### src/rtl/dmem_arb_pkg.sv
// Shared types and constants for the two-port data-memory arbiter.
package dmem_arb_pkg;

  localparam int DEF_AW        = 32;
  localparam int DEF_DW        = 32;
  localparam int DEF_MEM_WORDS = 1024;

  typedef enum logic [1:0] {
    IDLE   = 2'b00,
    ACCESS = 2'b01,
    DONE   = 2'b10
  } state_t;

  localparam logic PORT_MEM = 1'b0;
  localparam logic PORT_AUX = 1'b1;

endpackage

### src/rtl/dmem_arb_pick.sv
// Winner select for the two requesters. DMEM_ARB_RR_EN selects round-robin with a
// last-granted pointer; otherwise port 0 has fixed priority and no pointer exists.
module dmem_arb_pick
  import dmem_arb_pkg::*;
(
  input  logic clk,
  input  logic reset,
  input  logic req0,
  input  logic req1,
  input  logic advance,
  output logic grant_valid,
  output logic grant_id
);

  assign grant_valid = req0 | req1;

`ifdef DMEM_ARB_RR_EN
  logic last_id;

  // Pointer holds the port granted most recently; on contention the other one wins.
  always_ff @(posedge clk or posedge reset) begin
    if (reset)
      last_id <= PORT_MEM;
    else if (advance && grant_valid)
      last_id <= grant_id;
  end

  always_comb begin
    grant_id = PORT_MEM;
    if (req0 && req1)
      grant_id = ~last_id;
    else if (req1)
      grant_id = PORT_AUX;
  end
`else
  logic unused_pick;
  assign unused_pick = &{1'b0, clk, reset, advance};
  assign grant_id    = req0 ? PORT_MEM : PORT_AUX;
`endif

endmodule

### src/rtl/dmem_arbiter.sv
// Shares a single-port combinational data memory between the pipeline MEM stage
// (port 0) and a loader/debug master (port 1). Optional macro: DMEM_ARB_RR_EN.
//   state  | meaning
//   IDLE   | no access in flight, waiting for a request
//   ACCESS | strobes and gnt driven for the latched request (one cycle)
//   DONE   | rvalid for the owner; a pending request goes straight to ACCESS
module dmem_arbiter
  import dmem_arb_pkg::*;
#(
  parameter int AW        = DEF_AW,
  parameter int DW        = DEF_DW,
  parameter int MEM_WORDS = DEF_MEM_WORDS
) (
  input  logic          clk,
  input  logic          reset,
  input  logic          req0,
  input  logic          we0,
  input  logic [AW-1:0] addr0,
  input  logic [DW-1:0] wdata0,
  output logic          gnt0,
  output logic          rvalid0,
  output logic [DW-1:0] rdata0,
  output logic          err0,
  input  logic          req1,
  input  logic          we1,
  input  logic [AW-1:0] addr1,
  input  logic [DW-1:0] wdata1,
  output logic          gnt1,
  output logic          rvalid1,
  output logic [DW-1:0] rdata1,
  output logic          err1,
  output logic [AW-1:0] mem_addr,
  output logic [DW-1:0] mem_wdata,
  output logic          mem_read,
  output logic          mem_write,
  input  logic [DW-1:0] mem_rdata,
  output logic          busy
);

  state_t        state;
  logic          owner;
  logic          we_q;
  logic [AW-1:0] addr_q;
  logic [DW-1:0] wdata_q;

  logic          grant_valid;
  logic          grant_id;
  logic          advance;
  logic          sel_we;
  logic [AW-1:0] sel_addr;
  logic [DW-1:0] sel_wdata;
  logic          sel_in_range;
  logic          lat_in_range;
  logic [DW-1:0] acc_rdata;

  // Arbitration only matters where a new access may start.
  assign advance = (state != ACCESS);

  dmem_arb_pick u_pick (
    .clk         (clk),
    .reset       (reset),
    .req0        (req0),
    .req1        (req1),
    .advance     (advance),
    .grant_valid (grant_valid),
    .grant_id    (grant_id)
  );

  assign sel_we       = (grant_id == PORT_AUX) ? we1    : we0;
  assign sel_addr     = (grant_id == PORT_AUX) ? addr1  : addr0;
  assign sel_wdata    = (grant_id == PORT_AUX) ? wdata1 : wdata0;
  assign sel_in_range = sel_addr < AW'(MEM_WORDS);
  assign lat_in_range = addr_q < AW'(MEM_WORDS);
  assign acc_rdata    = (!we_q && lat_in_range) ? mem_rdata : '0;

  assign mem_addr  = addr_q;
  assign mem_wdata = wdata_q;

  always_ff @(posedge clk or posedge reset) begin
    if (reset) begin
      state     <= IDLE;
      owner     <= PORT_MEM;
      we_q      <= 1'b0;
      addr_q    <= '0;
      wdata_q   <= '0;
      gnt0      <= 1'b0;
      gnt1      <= 1'b0;
      rvalid0   <= 1'b0;
      rvalid1   <= 1'b0;
      rdata0    <= '0;
      rdata1    <= '0;
      err0      <= 1'b0;
      err1      <= 1'b0;
      mem_read  <= 1'b0;
      mem_write <= 1'b0;
      busy      <= 1'b0;
    end else begin
      gnt0      <= 1'b0;
      gnt1      <= 1'b0;
      rvalid0   <= 1'b0;
      rvalid1   <= 1'b0;
      mem_read  <= 1'b0;
      mem_write <= 1'b0;
      case (state)
        IDLE, DONE: begin
          if (grant_valid) begin
            owner     <= grant_id;
            we_q      <= sel_we;
            addr_q    <= sel_addr;
            wdata_q   <= sel_wdata;
            gnt0      <= (grant_id == PORT_MEM);
            gnt1      <= (grant_id == PORT_AUX);
            mem_read  <= !sel_we && sel_in_range;
            mem_write <= sel_we && sel_in_range;
            state     <= ACCESS;
            busy      <= 1'b1;
          end else begin
            state <= IDLE;
            busy  <= 1'b0;
          end
        end
        ACCESS: begin
          if (owner == PORT_AUX) begin
            rdata1  <= acc_rdata;
            err1    <= !lat_in_range;
            rvalid1 <= 1'b1;
          end else begin
            rdata0  <= acc_rdata;
            err0    <= !lat_in_range;
            rvalid0 <= 1'b1;
          end
          state <= DONE;
          busy  <= 1'b1;
        end
        default: begin
          state <= IDLE;
          busy  <= 1'b0;
        end
      endcase
    end
  end

endmodule

### config.mk
export PLATFORM = sky130hd
export DESIGN_NAME = dmem_arbiter
export DESIGN_NICKNAME = d
export VERILOG_FILES = /design/src/rtl/dmem_arb_pkg.sv /design/src/rtl/dmem_arb_pick.sv /design/src/rtl/dmem_arbiter.sv
export SDC_FILE = /design/constraint.sdc
export NUM_CORES = 1
export LEC_CHECK = 0
export BUFFER_PORTS_ARGS = -buffer_cell sky130_fd_sc_hd__buf_2
export CAP_MARGIN = 20
export CORE_MARGIN = 1
export CORE_UTILIZATION = 46
export CTS_CLUSTER_DIAMETER = 80
export CTS_CLUSTER_SIZE = 12
export DETAILED_ROUTE_END_ITERATION = 8
export HOLD_SLACK_MARGIN = 0.08
export PLACE_DENSITY_LB_ADDON = 0.15
export SETUP_SLACK_MARGIN = 0.2
export SYNTH_ARGS = -nofsm -noshare
export SYNTH_HDL_FRONTEND = slang
export SYNTH_SLANG_ARGS = --single-unit
### constraint.sdc
create_clock -name clk -period 5.65 [get_ports clk]
set_clock_uncertainty 0.1 [all_clocks]
set_input_delay 0.565 -clock clk [delete_from_list [all_inputs] [get_ports clk]]
set_output_delay 0.565 -clock clk [all_outputs]
set_load 0.05 [all_outputs]
==> flow_metrics.tcl <==
set metrics [dict create \
    drtIter0Drc 286 \
    fp-row-count 42 \
    syn_area_um2 6230 \
    cp_top_family "simple AND/OR/NAND/NOR gates" \
    rrSetupSlack_ns 3.40 \
    drive_gt1_frac 0.459 \
    multi_input_area_um2 2490 \
    end_kind "flop" \
    hold_path_class "in2async" \
    slew_viol_final 0 \
    ant_nets 0 \
    design_area_um2 8450 \
    grt_max_degree 97 \
    clock_latency_ns 0.41 \
    clk_pin_slew_ns 0.06 \
    syn_nets 746 \
    vias 5342 \
    diodes 0 \
    path_buf_inv 0 \
    grt_pass1_wl_mm 27.4 \
    cts_max_path_buffers 2 \
    cts_buffers 17 \
    power.density_nw_per_um2 364 \
    slew_headroom 0.376 \
    vdd.ir_drop.worst_mv 0.235 \
    ctsResizeCount 0 \
    post-cts-setup-buffer-count 0 \
    path_max_fanout 33 \
    grt.total_usage 0.253 \
    cts_hold_repair.buffers 0 \
    worst_slew_pin_slew_ns 0.936 \
    power_leakage_nw 4.46 \
    antenna_found_initial 0 \
    wl_mm 17.0 \
    maxCapViolCount 0 \
    clock_sinks 141 \
    setup_violations 0 \
    drc_errors 0 \
    hold_viol_final 0 \
    initial_core_util 0.471 \
    yosys_warnings 0 \
    seq_area_frac_synth 0.566 \
    core-area_um2 13200 \
    timing.rr.start "mem_addr[10]" \
    die-height_um 118 \
    cts_root_buffer "clkbuf_16" \
    fillCellCount 1131 \
    synth_cells 580 \
    dpl.hpwl_mm 12.6 \
    overflow 0 \
    worstPathArrival_ns 2.46 \
    gp_congestion 0.904 \
    syn_avg_cell_area_um2 10.7 \
    cp-start-kind "flop" \
    drtPass1Iterations 4 \
    first_global_vias 5443 \
    final_common_cell "buf_2" \
    nets 1035 \
    crit_chain "or4_4, nor2_4, nand3_4, o21ai_0" \
    rsz0062_at_grt "false" \
    wl_per_cell_um 16.1 \
    die-area_um2 14000 \
    seq_area_um2 3530 \
    criticalPathCategory "reg2reg" \
    slowest_delay_ns 0.56 \
    ys_types 26 \
    outcome "finished clean" \
    h-tree-depth 4 \
    required_ns 5.86 \
    syn_to_final_growth_pct 35.5 \
    startpoint "mem_addr[10]" \
    max_freq_ghz 0.444 \
    finalCritPeriodShare 0.398 \
    via_per_inst 5.05 \
    synth-seq-cells 141 \
    die_w_um 118 \
    port_buffers 302 \
    min_period_ns 2.25 \
    cts_tree "built" \
    io_pins 303 \
    slowest_stage "or4_4" \
    final_cell_mix "301 x buf_2, 141 x dfrtp_1, 133 x nand2_1, 70 x o21ai_0, 65 x mux2i_1" \
    placed_area_um2 7850 \
    finalSetupTns_ns 0 \
]
==> through the flow <==
stage,std cells,power [mW],utilization,setup slack [ns],hold WS (ns)
after floorplan,580,1.73,-,1.20,0.353
after global placement,1025,1.96,0.590,2.91,0.354
after detailed placement,1026,1.97,0.592,3.22,0.359
after CTS,1057,3.10,0.638,3.36,0.265
after global routing,1057,3.20,0.638,3.21,0.309
final,1057,3.07,0.638,3.40,0.241
==> flip-flops by register name (all words and copies together), names as in the netlist <==
register,count
err0,1
gnt1,1
rdata0,32
mem_addr,32
we_q,1
rvalid0,1
busy,1
rdata1,32
mem_wdata,32
owner,1
mem_read,1
mem_write,1
gnt0,1
rvalid1,1
err1,1
state,2
==> metal layers <==
metal / wire length, um / part of all wire / GRT usage
met5: 0 / 0 / 0
met4: 427 / 0.025 / 0.102
met3: 987 / 0.058 / 0.0603
met2: 8690 / 0.51 / 0.435
met1: 6900 / 0.41 / 0.305
==> report_power, final <==
group / leakage [nW] / internal (mW) / switching, mW
registers: 1.83 / 1.11 / 0.0779
logic: 2.35 / 0.195 / 0.570
clock network: 0.280 / 0.712 / 0.411
total: 4.46 / 2.02 / 1.06
==> path summary, 6_finish.rpt <==
check / to / cells after the start
setup / recovery: rdata1[30] / 4
hold / removal: mem_wdata[18] / 2
setup reg to reg: rdata1[30] / 4
hold reg to reg: rdata0[6] / 2
max in group asynchronous: mem_wdata[20] / 3
min in group clk: rdata1[31] / 3
==> cell usage after synthesis <==
cell      instances  area (um2)
inv_1             6        22.5
o21a_1            3        22.5
nor3_1            2        10.0
nand4_1           2        12.5
nor2_4            1        11.3
nor4b_1           1        8.76
o22ai_1           1        6.26
and4_2            1        10.0
mux2i_1          65         651
nand2_1         133         499
dfrtp_1         141        3530
nor4_1           12        75.1
o21ai_1           1        5.00
o21ai_0          70         350
buf_6             6        67.6
buf_2            13        65.1
nand3_4           2        35.0
or4_4             2        22.5
nor3b_1           2        15.0
buf_1             1        3.75
o21ai_2          58         508
a21oi_1           1        5.00
clkbuf_1         18        67.6
nand2b_1         34         213
nor2b_1           2        12.5
nor2_1            2        7.51
==> logic make-up (layout without fill, tap and decap cells) <==
logic type             count (synthesis)  count (layout)  synth area share
and+or+nand+nor                      196             196             0.150
DFF                                  141             141             0.566
AOI/OAI and AO/OA                    134             134             0.144
muxes                                 65              65             0.104
buffers and inverters                 44             345            0.0363
==> final cells by class <==
| type | instances | area share |
|---|---|---|
| sequential | 141 | 0.418 |
| tap | 176 | 0.0261 |
| clock inverter | 11 | 0.0169 |
| clock buffer | 20 | 0.0541 |
| timing repair buffer | 308 | 0.187 |
| inverter | 6 | 0.00326 |
| multi-input combinational | 395 | 0.295 |
(Power assumes the default switching activity.)
